==> src/rtl/pipe_pkg.sv <==
// Shared types and sizing helpers for the elastic pipeline register.
package pipe_pkg;

    typedef enum logic [1:0] {
        PS_EMPTY = 2'd0,
        PS_ONE   = 2'd1,
        PS_FULL  = 2'd2
    } ps_state_t;

    // Width needed to count every main and skid entry, including the all-full value.
    function automatic int pipe_cnt_w(input int depth, input int skid);
        return $clog2(depth * (skid + 1) + 1);
    endfunction

endpackage

==> src/rtl/pipe_stage.sv <==
// Single elastic stage: plain valid/data flop (SKID=0) or main+skid pair (SKID=1).
// Latency: one cycle from accept to out_valid in both modes.
// Backpressure: SKID=0 ready is combinational from out_ready; SKID=1 ready is registered.
module pipe_stage
    import pipe_pkg::*;
#(
    parameter int WIDTH = 32,
    parameter int SKID  = 0
) (
    input  logic             clk,
    input  logic             rst,
    input  logic             flush,
    input  logic             in_valid,
    input  logic [WIDTH-1:0] in_data,
    output logic             in_ready,
    output logic             out_valid,
    output logic [WIDTH-1:0] out_data,
    input  logic             out_ready
);

    if (SKID == 0) begin : g_plain
        logic             vld_q;
        logic [WIDTH-1:0] dat_q;

        // An empty stage loads even under stall, so bubbles collapse toward the head.
        assign in_ready  = !vld_q || out_ready;
        assign out_valid = vld_q;
        assign out_data  = dat_q;

        always_ff @(posedge clk or negedge rst) begin
            if (!rst) begin
                vld_q <= 1'b0;
                dat_q <= '0;
            end else if (flush) begin
                vld_q <= 1'b0;
            end else if (in_ready) begin
                vld_q <= in_valid;
                if (in_valid) begin
                    dat_q <= in_data;
                end
            end
        end
    end else begin : g_skid
        ps_state_t        state_q, state_nxt;
        logic             rdy_q;
        logic [WIDTH-1:0] main_q, main_nxt;
        logic [WIDTH-1:0] skid_q, skid_nxt;
        logic             accept, send;

        assign accept    = in_valid && rdy_q;
        assign send      = (state_q != PS_EMPTY) && out_ready;
        assign in_ready  = rdy_q;
        assign out_valid = (state_q != PS_EMPTY);
        assign out_data  = main_q;

        always_comb begin
            state_nxt = state_q;
            main_nxt  = main_q;
            skid_nxt  = skid_q;
            case (state_q)
                PS_EMPTY: begin
                    if (accept) begin
                        state_nxt = PS_ONE;
                        main_nxt  = in_data;
                    end
                end
                PS_ONE: begin
                    if (accept && send) begin
                        main_nxt = in_data;
                    end else if (accept) begin
                        state_nxt = PS_FULL;
                        skid_nxt  = in_data;
                    end else if (send) begin
                        state_nxt = PS_EMPTY;
                    end
                end
                PS_FULL: begin
                    // Ready is low in FULL, so the skid entry drains before any new beat.
                    if (send) begin
                        state_nxt = PS_ONE;
                        main_nxt  = skid_q;
                    end
                end
                default: state_nxt = PS_EMPTY;
            endcase
            if (flush) begin
                state_nxt = PS_EMPTY;
            end
        end

        always_ff @(posedge clk or negedge rst) begin
            if (!rst) begin
                state_q <= PS_EMPTY;
                rdy_q   <= 1'b1;
                main_q  <= '0;
                skid_q  <= '0;
            end else begin
                state_q <= state_nxt;
                rdy_q   <= (state_nxt != PS_FULL);
                main_q  <= main_nxt;
                skid_q  <= skid_nxt;
            end
        end
    end

endmodule

==> src/rtl/pipe_reg.sv <==
// Elastic pipeline register: DEPTH chained stages with flush and occupancy count.
// Latency: DEPTH cycles accept-to-out_valid; 1 beat/cycle sustained.
// Backpressure: holds DEPTH (SKID=0) or 2*DEPTH (SKID=1) beats; in_ready low during flush.
module pipe_reg
    import pipe_pkg::*;
#(
    parameter int WIDTH = 32,
    parameter int DEPTH = 1,
    parameter int SKID  = 0,
    parameter int CNT_W = pipe_cnt_w(DEPTH, SKID)
) (
    input  logic             clk,
    input  logic             rst,
    input  logic             flush,
    input  logic             in_valid,
    input  logic [WIDTH-1:0] in_data,
    output logic             in_ready,
    output logic             out_valid,
    output logic [WIDTH-1:0] out_data,
    input  logic             out_ready,
    output logic [CNT_W-1:0] occupancy
);

    // Per-stage handshake nets live in each generate block so the ready chain
    // is a set of distinct nets rather than one self-referencing vector.
    for (genvar i = 0; i < DEPTH; i++) begin : g_stage
        logic             up_vld, up_rdy, dn_vld, dn_rdy;
        logic [WIDTH-1:0] up_dat, dn_dat;

        if (i == 0) begin : g_head
            assign up_vld = in_valid && !flush;
            assign up_dat = in_data;
        end else begin : g_link
            assign up_vld = g_stage[i-1].dn_vld;
            assign up_dat = g_stage[i-1].dn_dat;
        end

        if (i == DEPTH - 1) begin : g_tail
            assign dn_rdy = out_ready;
        end else begin : g_next
            assign dn_rdy = g_stage[i+1].up_rdy;
        end

        pipe_stage #(
            .WIDTH (WIDTH),
            .SKID  (SKID)
        ) u_stage (
            .clk       (clk),
            .rst       (rst),
            .flush     (flush),
            .in_valid  (up_vld),
            .in_data   (up_dat),
            .in_ready  (up_rdy),
            .out_valid (dn_vld),
            .out_data  (dn_dat),
            .out_ready (dn_rdy)
        );
    end

    assign in_ready  = g_stage[0].up_rdy && !flush;
    assign out_valid = g_stage[DEPTH-1].dn_vld;
    assign out_data  = g_stage[DEPTH-1].dn_dat;

    logic acc, snd;
    assign acc = in_valid && in_ready;
    assign snd = out_valid && out_ready;

    always_ff @(posedge clk or negedge rst) begin
        if (!rst) begin
            occupancy <= '0;
        end else if (flush) begin
            occupancy <= '0;
        end else if (acc && !snd) begin
            occupancy <= occupancy + 1'b1;
        end else if (snd && !acc) begin
            occupancy <= occupancy - 1'b1;
        end
    end

endmodule

==> config.mk <==
export PLATFORM = sky130hd
export DESIGN_NAME = pipe_reg
export DESIGN_NICKNAME = d
export VERILOG_FILES = /design/src/rtl/pipe_pkg.sv /design/src/rtl/pipe_stage.sv /design/src/rtl/pipe_reg.sv
export SDC_FILE = /design/constraint.sdc
export NUM_CORES = 1
export LEC_CHECK = 0
export CORE_ASPECT_RATIO = 0.8
export CORE_MARGIN = 3
export CORE_UTILIZATION = 40
export CTS_CLUSTER_DIAMETER = 200
export CTS_CLUSTER_SIZE = 8
export DETAILED_ROUTE_END_ITERATION = 10
export PLACE_DENSITY = 0.82
export SETUP_SLACK_MARGIN = 0.3
export SLEW_MARGIN = 20
export SYNTH_ARGS = -nofsm -noshare
export SYNTH_HDL_FRONTEND = slang
export SYNTH_SLANG_ARGS = --single-unit
==> constraint.sdc <==
create_clock -name clk -period 3.5 [get_ports clk]
set_input_delay 0.525 -clock clk [delete_from_list [all_inputs] [get_ports clk]]
set_output_delay 0.525 -clock clk [all_outputs]
set_load 0.005 [all_outputs]
==> results of run 1 <==
[routing by layer]
metal / up-vias / track usage / routed length, um
met3: 8 / 0.123 / 523
met5: - / 0 / 0
met4: 0 / 0.0902 / 72
met1: 436 / 0.175 / 1110
met2: 60 / 0.236 / 1250
li1: 426 / - / -
[sequential cells by signal, indices dropped and copies added, names as in the netlist]
register	count
g_stage.u_stage.out_data	32
g_stage.u_stage.out_valid	1
occupancy	1
[layout make-up]
cell class | count | area (um2)
sequential | 34 | 851
fill | 179 | 806
timing repair buffer | 73 | 726
multi-input combinational | 42 | 435
clock buffer | 7 | 86.3
tap | 38 | 47.5
clock inverter | 1 | 5.00
[cells by family after synthesis]
group           share of synthesized area
buf+inv                            0.0256
mux                                 0.273
simple gates                       0.0474
flops                               0.645
compound gates                    0.00948
[worst register-to-register path: cells and delay by family (launching register included)]
kind	cells	cell delay, ns
mux	1	0.40
simple gates	2	0.31
flops	1	0.41
buf+inv	1	0.39
[per-stage QoR]
step | hold slack (ns) | power [mW] | cells | worst slack, ns | area (um2)
final | 0.508 | 1.06 | 195 | 1.26 | 2150
after floorplan | 0.229 | 0.579 | 79 | 2.03 | 1320
after detailed placement | 0.495 | 0.778 | 187 | 1.26 | 2060
after CTS | 0.511 | 1.08 | 195 | 1.26 | 2150
after global routing | 0.522 | 1.12 | 195 | 1.23 | 2150
after global placement | 0.489 | 0.767 | 187 | 1.29 | 2060
[Yosys cell counts]
master	instances	area, um2
a21o_1	1	7.51
a21oi_1	1	5.00
buf_6	3	33.8
dfrtp_1	34	851
mux2_2	32	360
nand2b_1	1	6.26
nand3_1	1	5.00
nand3b_1	1	7.51
nor2_1	3	11.3
nor2b_4	1	13.8
nor3b_4	1	18.8
[worst max path at each step]
stage | start | endpoint | slack (ns) | depth (start not counted)
6_report | out_ready | in_ready | 1.26 | 4
5_1_grt | out_ready | in_ready | 1.23 | 4
4_1_cts | out_ready | in_ready | 1.26 | 4
3_5_place_dp | out_ready | in_ready | 1.26 | 4
3_3_place_gp | out_ready | in_ready | 1.29 | 4
2_1_floorplan | out_ready | g_stage[0].u_stage.out_data[0] | 2.03 | 4
[report_power, final]
part	switching [mW]	internal (mW)	leakage [nW]
logic	0.0758	0.200	0.434
clock network	0.133	0.158	0.0482
registers	0.0332	0.458	0.402
[cell usage in the layout (no fill, tap or decap)]
master	n
nand2b_1	1
buf_4	2
a21oi_1	1
clkinv_2	1
clkbuf_1	1
a21o_1	1
nand3_1	1
nor2b_4	1
mux2_2	32
dfrtp_1	34
nor3b_4	1
nand3b_1	1
nor2_1	3
clkdlybuf4s50_1	71
clkbuf_8	6
==> results.py, run 1 <==
metrics = {
    "status": {
        "status": "completed",
    },
    "floorplanning": {
        "dieArea_mm2": 0.00403,
        "initial_utilization": 0.446,
        "rows": 17,
        "boundaryPins": 72,
        "fp.coreArea_mm2": 0.00296,
        "die_h_um": 57.4,
        "die_w_um": 70.2,
    },
    "setup_path": {
        "slowest_stage": "clkdlybuf4s50_1",
        "cp.arrival_ns": 1.71,
        "cp.required_ns": 2.97,
        "crit_family": "buffers and inverters",
        "reg2reg_to": "g_stage[0].u_stage.out_data[3]",
        "crit_top_cell": "clkdlybuf4s50_1",
        "regToRegSetupSlack_ns": 1.88,
        "crit_path_max_fanout": 3,
        "crit_type": "in2out",
        "cp-end-kind": "output port",
        "reg2regPathDepth": 4,
        "crit_path_cell_trace": "clkdlybuf4s50_1 -> nor2b_4 -> nor2_1 -> clkdlybuf4s50_1",
        "cp.buffers_inverters": 2,
        "slowest_delay_ns": 0.53,
        "worstReg2RegStart": "g_stage[0].u_stage.out_valid",
        "start_kind": "primary input",
    },
    "cts": {
        "cts_root_buf": "clkbuf_8",
        "cts_tree": "done",
        "cts_post_setup_buffers_inserted": 0,
        "htreeDepth": 2,
        "postCtsHoldBufs": 0,
        "clock-sinks": 34,
        "cts_buffer_depth": 2,
        "clkTransAtPathRegs_ns": 0.06,
        "insertion_delay_ns": 0.29,
        "numCtsBuffers": 5,
        "cts_resized": 0,
    },
    "synth": {
        "yosys_warnings": 0,
        "ys_ff_latch": 34,
        "synth_cells": 79,
        "synth_cell_type_count": 11,
        "syn_area_mm2": 0.00132,
        "ys_seq_area_frac": 0.645,
        "syn_nets": 116,
        "avgSynthCellArea_um2": 16.7,
    },
    "global_routing": {
        "grt_usage": 0.164,
        "grt_pass1_vias": 1068,
        "grt_pass1_wl_um": 5030,
        "grt_max_degree": 35,
        "antenna_found_initial": 0,
        "overflow": 0,
    },
    "power": {
        "p_leak_nw": 0.885,
        "peakVddDrop_v": 0.000330,
        "power.density_mw_per_mm2": 492,
    },
    "hold_path": {
        "hold_path.class": "reg2reg",
        "min_path_cells": 1,
        "hold_path_startpoint": "g_stage[0].u_stage.out_data[31]",
        "min_to": "g_stage[0].u_stage.out_data[31]",
    },
    "sta": {
        "hold_viol": 0,
        "slew_headroom": 0.724,
        "setup_tns_ns": 0,
        "setup-violations-final": 0,
        "fin_crit_sh": 0.639,
        "drv_slew": 0,
        "clock.fmax_ghz": 0.447,
        "rsz0062_at_grt": "no",
        "tightest_slew_ns": 0.414,
        "period_needed_ns": 2.24,
        "fin_worst_skew_ns": 0.00453,
    },
    "route": {
        "drtPass1Iterations": 4,
        "ant_nets": 0,
        "drt_iter0_drc": 22,
        "routed_via_density": 4.77,
        "detail_route.wl_per_cell_um": 15.1,
        "drc": 0,
        "dr_total_vias": 930,
        "wl_um": 2950,
    },
    "place": {
        "place_congestion": 0.802,
        "dp_hpwl_um": 2150,
        "io_buffer_count": 71,
    },
    "layout": {
        "area_growth_pct": 62.9,
        "layout.nets": 193,
        "layout-drive-gt1-share": 0.274,
        "insertedDiodeCount": 0,
        "fin_util": 0.727,
    },
    "job": {
        "maxCapViolations": 0,
    },
}
Note: power is estimated with default switching activity, not from simulation.
==> inputs of run 2 (changes only) <==
- CORE_UTILIZATION: 40 -> 34
- PLACE_DENSITY: 0.82 -> 0.75
- clock period: 3.5 -> 1.9 ns (I/O delays scaled with it)
==> run 2 against run 1 <==
Net effect:
- sequential power is 84% higher
- non-clock buffer count is 1 higher
- final cell count is 2.6% higher
- combinational power is 85% higher
- count of clock-buffer cells in the layout stayed put
- sequential share of layout area is 0.43 points lower
- sequential cell count stayed put
- worst hold slack worse by 0.097 ns
- critical path type is now in2reg
- largest cell class unchanged
- largest power group unchanged
==> results.py, run 2 (same netlist as run 1, synthesis figures left out) <==
metrics = {
    "setup_path": {
        "crit_path_max_fanout": 32,
        "reg2regPathDepth": 4,
        "regToRegSetupSlack_ns": 0.43,
        "slowest_delay_ns": 0.53,
        "cp-end-kind": "flop",
        "cp.arrival_ns": 1.67,
        "crit_type": "in2reg",
        "crit_path_cell_trace": "clkdlybuf4s50_1 -> nor3b_4 -> buf_12 -> mux2_2",
        "endpoint": "g_stage[0].u_stage.out_data[4]",
        "worstReg2RegStart": "g_stage[0].u_stage.out_valid",
        "slowest_stage": "clkdlybuf4s50_1",
        "reg2reg_to": "g_stage[0].u_stage.out_data[4]",
        "start_kind": "primary input",
        "cp.required_ns": 2.06,
        "crit_start": "in_valid",
    },
    "layout": {
        "fin_util": 0.610,
        "final_cell_mix": "clkdlybuf4s50_1, dfrtp_1, mux2_2, clkbuf_8",
        "layout.nets": 194,
        "largest_reg_flops": 32,
        "layout_commonest_cell": "clkdlybuf4s50_1",
        "insertedDiodeCount": 0,
        "area_growth_pct": 64.7,
        "layout-drive-gt1-share": 0.278,
    },
    "hold_path": {
        "hold_path.class": "in2async",
    },
    "power": {
        "clockPowerShare": 0.271,
        "p_int_mw": 1.51,
        "peakVddDrop_v": 0.000648,
        "switching_share": 0.223,
        "comb_power_share": 0.262,
        "p_switching_uw": 432,
        "power.density_mw_per_mm2": 891,
        "seq_power_share": 0.467,
        "p_leak_nw": 0.911,
    },
    "global_routing": {
        "grt_pass1_wl_um": 4810,
        "grt_max_degree": 35,
        "overflow": 0,
        "grt_usage": 0.146,
        "antenna_found_initial": 0,
        "grt_pass1_vias": 1044,
    },
    "sta": {
        "period_needed_ns": 1.52,
        "clock.fmax_ghz": 0.660,
        "hold_viol": 0,
        "setup_tns_ns": 0,
        "tightest_slew_ns": 0.413,
        "setup-violations-final": 0,
        "rsz0062_at_grt": "no",
        "fin_worst_skew_ns": 0.00113,
        "fin_crit_sh": 0.798,
        "slew_headroom": 0.725,
        "drv_slew": 0,
    },
    "route": {
        "met1_length_um": 1070,
        "drc": 0,
        "drtPass1Iterations": 4,
        "route.met2.wl_um": 1670,
        "ant_nets": 0,
        "wl_met3_um": 238,
        "drt_iter0_drc": 18,
        "top_layer": "met4",
        "dr_total_vias": 919,
        "routed_via_density": 4.60,
        "detail_route.wl_per_cell_um": 15.2,
        "wl_um": 3040,
    },
    "cts": {
        "cts_root_buf": "clkbuf_8",
        "insertion_delay_ns": 0.27,
        "cts_buffer_depth": 2,
        "cts_tree": "done",
        "clock-sinks": 34,
        "clkTransAtPathRegs_ns": 0.06,
        "numCtsBuffers": 5,
        "postCtsHoldBufs": 0,
        "htreeDepth": 2,
    },
    "status": {
        "status": "completed",
    },
    "place": {
        "io_buffer_count": 71,
        "dp_hpwl_um": 2330,
        "place_congestion": 0.685,
    },
    "floorplanning": {
        "die_w_um": 75.7,
        "rows": 19,
        "die_h_um": 61.7,
        "boundaryPins": 72,
        "initial_utilization": 0.370,
        "fp.coreArea_mm2": 0.00357,
        "dieArea_mm2": 0.00467,
    },
    "job": {
        "maxCapViolations": 0,
    },
}
run 2: layout make-up:
class                   instances  area, um2
repair buffers                 74        744
multi-input cells              42        435
clock inverters                 1       5.00
well taps                      42       52.6
fillers                       269       1390
clock buffers                   7       86.3
flip-flops and latches         34        851
run 2: how the worst min path moves through the flow:
stage | to | slack, ns | depth (start not counted)
2_1_floorplan | g_stage[0].u_stage.out_data[0] | -0.01 | 0
3_3_place_gp | g_stage[0].u_stage.out_data[18] | 0.49 | 1
3_5_place_dp | g_stage[0].u_stage.out_data[27] | 0.49 | 1
4_1_cts | g_stage[0].u_stage.out_data[5] | 0.42 | 2
5_1_grt | g_stage[0].u_stage.out_data[22] | 0.43 | 2
6_report | g_stage[0].u_stage.out_data[22] | 0.41 | 2
run 2: metal layers:
metal	vias up	global-route usage
met4	0	0.0673
met2	37	0.266
met5	-	0
met1	448	0.144
met3	7	0.0627
li1	427	-
run 2: power groups by stage:
stage / clock [mW] / combinational, mW / sequential (mW)
global placement: 0 / 0.507 / 0.912
floorplan: 0 / 0.143 / 0.925
global route: 0.584 / 0.550 / 0.922
detailed placement: 0 / 0.518 / 0.918
finish: 0.524 / 0.508 / 0.905
CTS: 0.548 / 0.520 / 0.907
run 2: per-stage QoR:
step / hold slack [ns] / area [um2] / power [mW] / setup WS, ns / std cells
global route: 0.431 / 2170 / 2.06 / 0.337 / 200
floorplan: -0.0106 / 1320 / 1.07 / 0.455 / 79
CTS: 0.418 / 2170 / 1.97 / 0.326 / 200
detailed placement: 0.495 / 2080 / 1.44 / 0.0606 / 191
global placement: 0.488 / 2080 / 1.42 / 0.116 / 191
finish: 0.411 / 2170 / 1.94 / 0.384 / 200
run 2: repair_timing:
item                       CTS  global route
setup buffers                1             0
setup endpoints to repair    1             1
gates resized for setup      3             1
run 2: worst max-delay path, delay by kind of cell:
kind	cells	cell delay [ns]
buf+inv	2	0.76
mux	1	0.36
simple gates	1	0.25
==> inputs of run 3 (changes only) <==
- CORE_UTILIZATION: 34 -> 38
- PLACE_DENSITY: 0.75 -> 0.79
- clock period: 1.9 -> 1.4 ns (I/O delays scaled with it)
==> run 3 against run 2 <==
Net effect:
- the run now ends with setup timing left
- worst hold slack got worse by 0.13 ns
- sequential power increased by 36%
- power increased by 34%
- clock skew increased by 0.0039 ns
- global-route usage increased by 2.3 points
- non-clock buffer count increased by 12
- final cell count increased by 5.0%
- die area decreased by 9.6%
==> results.py, run 3 (same netlist as run 1, synthesis figures left out) <==
metrics = {
    "sta": {
        "period_needed_ns": 1.48,
        "hold_viol": 0,
        "setup_tns_ns": -1.75,
        "clock.fmax_ghz": 0.677,
        "fin_crit_sh": 1.05,
        "drv_slew": 0,
        "fin_worst_skew_ns": 0.00504,
        "slew_headroom": 0.847,
        "setup-violations-final": 33,
        "rsz0062_at_grt": "yes",
        "setup_ws_ns": -0.0767,
        "tightest_slew_ns": 0.230,
    },
    "setup_path": {
        "worstReg2RegStart": "g_stage[0].u_stage.out_valid",
        "cp.required_ns": 1.57,
        "cp-end-kind": "flop",
        "slowest_stage": "dfrtp_1",
        "slowest_delay_ns": 0.39,
        "start_kind": "flop",
        "crit_path_cell_trace": "nor2b_4 -> nor3b_4 -> buf_12 -> mux2_2",
        "regToRegSetupSlack_ns": -0.08,
        "crit_type": "reg2reg",
        "crit_path_max_fanout": 22,
        "reg2reg_to": "g_stage[0].u_stage.out_data[12]",
        "cp.arrival_ns": 1.64,
        "reg2regPathDepth": 4,
    },
    "floorplanning": {
        "die_h_um": 58.7,
        "dieArea_mm2": 0.00422,
        "boundaryPins": 72,
        "rows": 18,
        "die_w_um": 71.9,
        "fp.coreArea_mm2": 0.00320,
        "initial_utilization": 0.413,
    },
    "route": {
        "wl_met3_um": 326,
        "route.met2.wl_um": 1520,
        "routed_via_density": 4.66,
        "drc": 0,
        "top_layer": "met4",
        "met1_length_um": 1180,
        "ant_nets": 0,
        "drt_iter0_drc": 51,
        "detail_route.wl_per_cell_um": 14.7,
        "dr_total_vias": 978,
        "wl_um": 3080,
        "drtPass1Iterations": 3,
    },
    "layout": {
        "final_cell_mix": "dfrtp_1, clkdlybuf4s50_1, clkbuf_2, mux2_2, mux2_4",
        "area_growth_pct": 66.3,
        "layout.nets": 206,
        "design_area_mm2": 0.00219,
        "layout-drive-gt1-share": 0.535,
        "fin_cells": 210,
        "largest_reg_flops": 32,
        "insertedDiodeCount": 0,
    },
    "hold_path": {
        "hold_path.class": "in2async",
    },
    "global_routing": {
        "grt_usage": 0.169,
        "grt_pass1_vias": 1122,
        "grt_pass1_wl_um": 5250,
        "overflow": 0,
        "antenna_found_initial": 0,
        "grt_max_degree": 35,
    },
    "power": {
        "power.density_mw_per_mm2": 1180,
        "power.total_mw": 2.60,
        "peakVddDrop_v": 0.000850,
        "p_leak_nw": 1.02,
    },
    "cts": {
        "clock-sinks": 34,
        "insertion_delay_ns": 0.28,
        "cts_buffer_depth": 2,
        "numCtsBuffers": 5,
        "cts_root_buf": "clkbuf_8",
        "clkTransAtPathRegs_ns": 0.07,
        "htreeDepth": 2,
        "cts_tree": "done",
        "postCtsHoldBufs": 0,
    },
    "place": {
        "place_congestion": 0.723,
        "io_buffer_count": 71,
        "placed_area_mm2": 0.00212,
        "dp_hpwl_um": 2190,
        "placed_cells": 193,
    },
    "job": {
        "maxCapViolations": 0,
    },
    "status": {
        "status": "finished with violations",
        "violations": "setup timing",
    },
}
[run 3: worst max path at each step]
stage	from	to	slack, ns	cells after the start
after floorplan	g_stage[0].u_stage.out_valid	g_stage[0].u_stage.out_data[0]	-0.04	4
after global placement	out_ready	g_stage[0].u_stage.out_data[4]	-0.31	5
after detailed placement	out_ready	g_stage[0].u_stage.out_data[5]	-0.37	5
after CTS	g_stage[0].u_stage.out_valid	g_stage[0].u_stage.out_data[12]	-0.06	4
after global routing	g_stage[0].u_stage.out_valid	g_stage[0].u_stage.out_data[12]	-0.12	4
final	g_stage[0].u_stage.out_valid	g_stage[0].u_stage.out_data[12]	-0.08	4
[run 3: layout make-up]
class	instances	area (um2)
clock buffer	7	86.3
clock inverter	1	5.00
fill	239	1000
multi-input combinational	42	495
sequential	34	851
tap	40	50.0
timing repair buffer	86	707
[run 3: critical path, delay by kind of cell, from the launching register on]
| kind | cells | cell delay (ns) |
|---|---|---|
| simple gates | 2 | 0.39 |
| flops | 1 | 0.39 |
| mux | 1 | 0.35 |
| buf+inv | 1 | 0.21 |
[run 3: where the power goes]
part	switching, mW	internal (mW)	leakage (nW)
Combinational	0.211	0.432	0.572
Sequential	0.0819	1.15	0.402
Clock	0.334	0.396	0.0482
[run 3: metal layers]
layer | vias up | GRT usage
met5 | - | 0
met4 | 0 | 0.0885
met3 | 7 | 0.0683
met2 | 49 | 0.293
met1 | 464 | 0.178
li1 | 458 | -
[run 3: repair_timing]
action                     CTS  global route
resized for setup           96            37
setup endpoints to repair   67            60
cloned                       0             0
buffers inserted             6             3
pin swaps                    2             3
[run 3: per-stage QoR]
stage / hold slack [ns] / util / worst slack (ns)
after floorplan: -0.0856 / - / -0.0446
after global placement: 0.489 / 0.662 / -0.315
after detailed placement: 0.495 / 0.662 / -0.372
after CTS: 0.286 / 0.704 / -0.0649
after global routing: 0.300 / 0.686 / -0.118
final: 0.282 / 0.686 / -0.0767
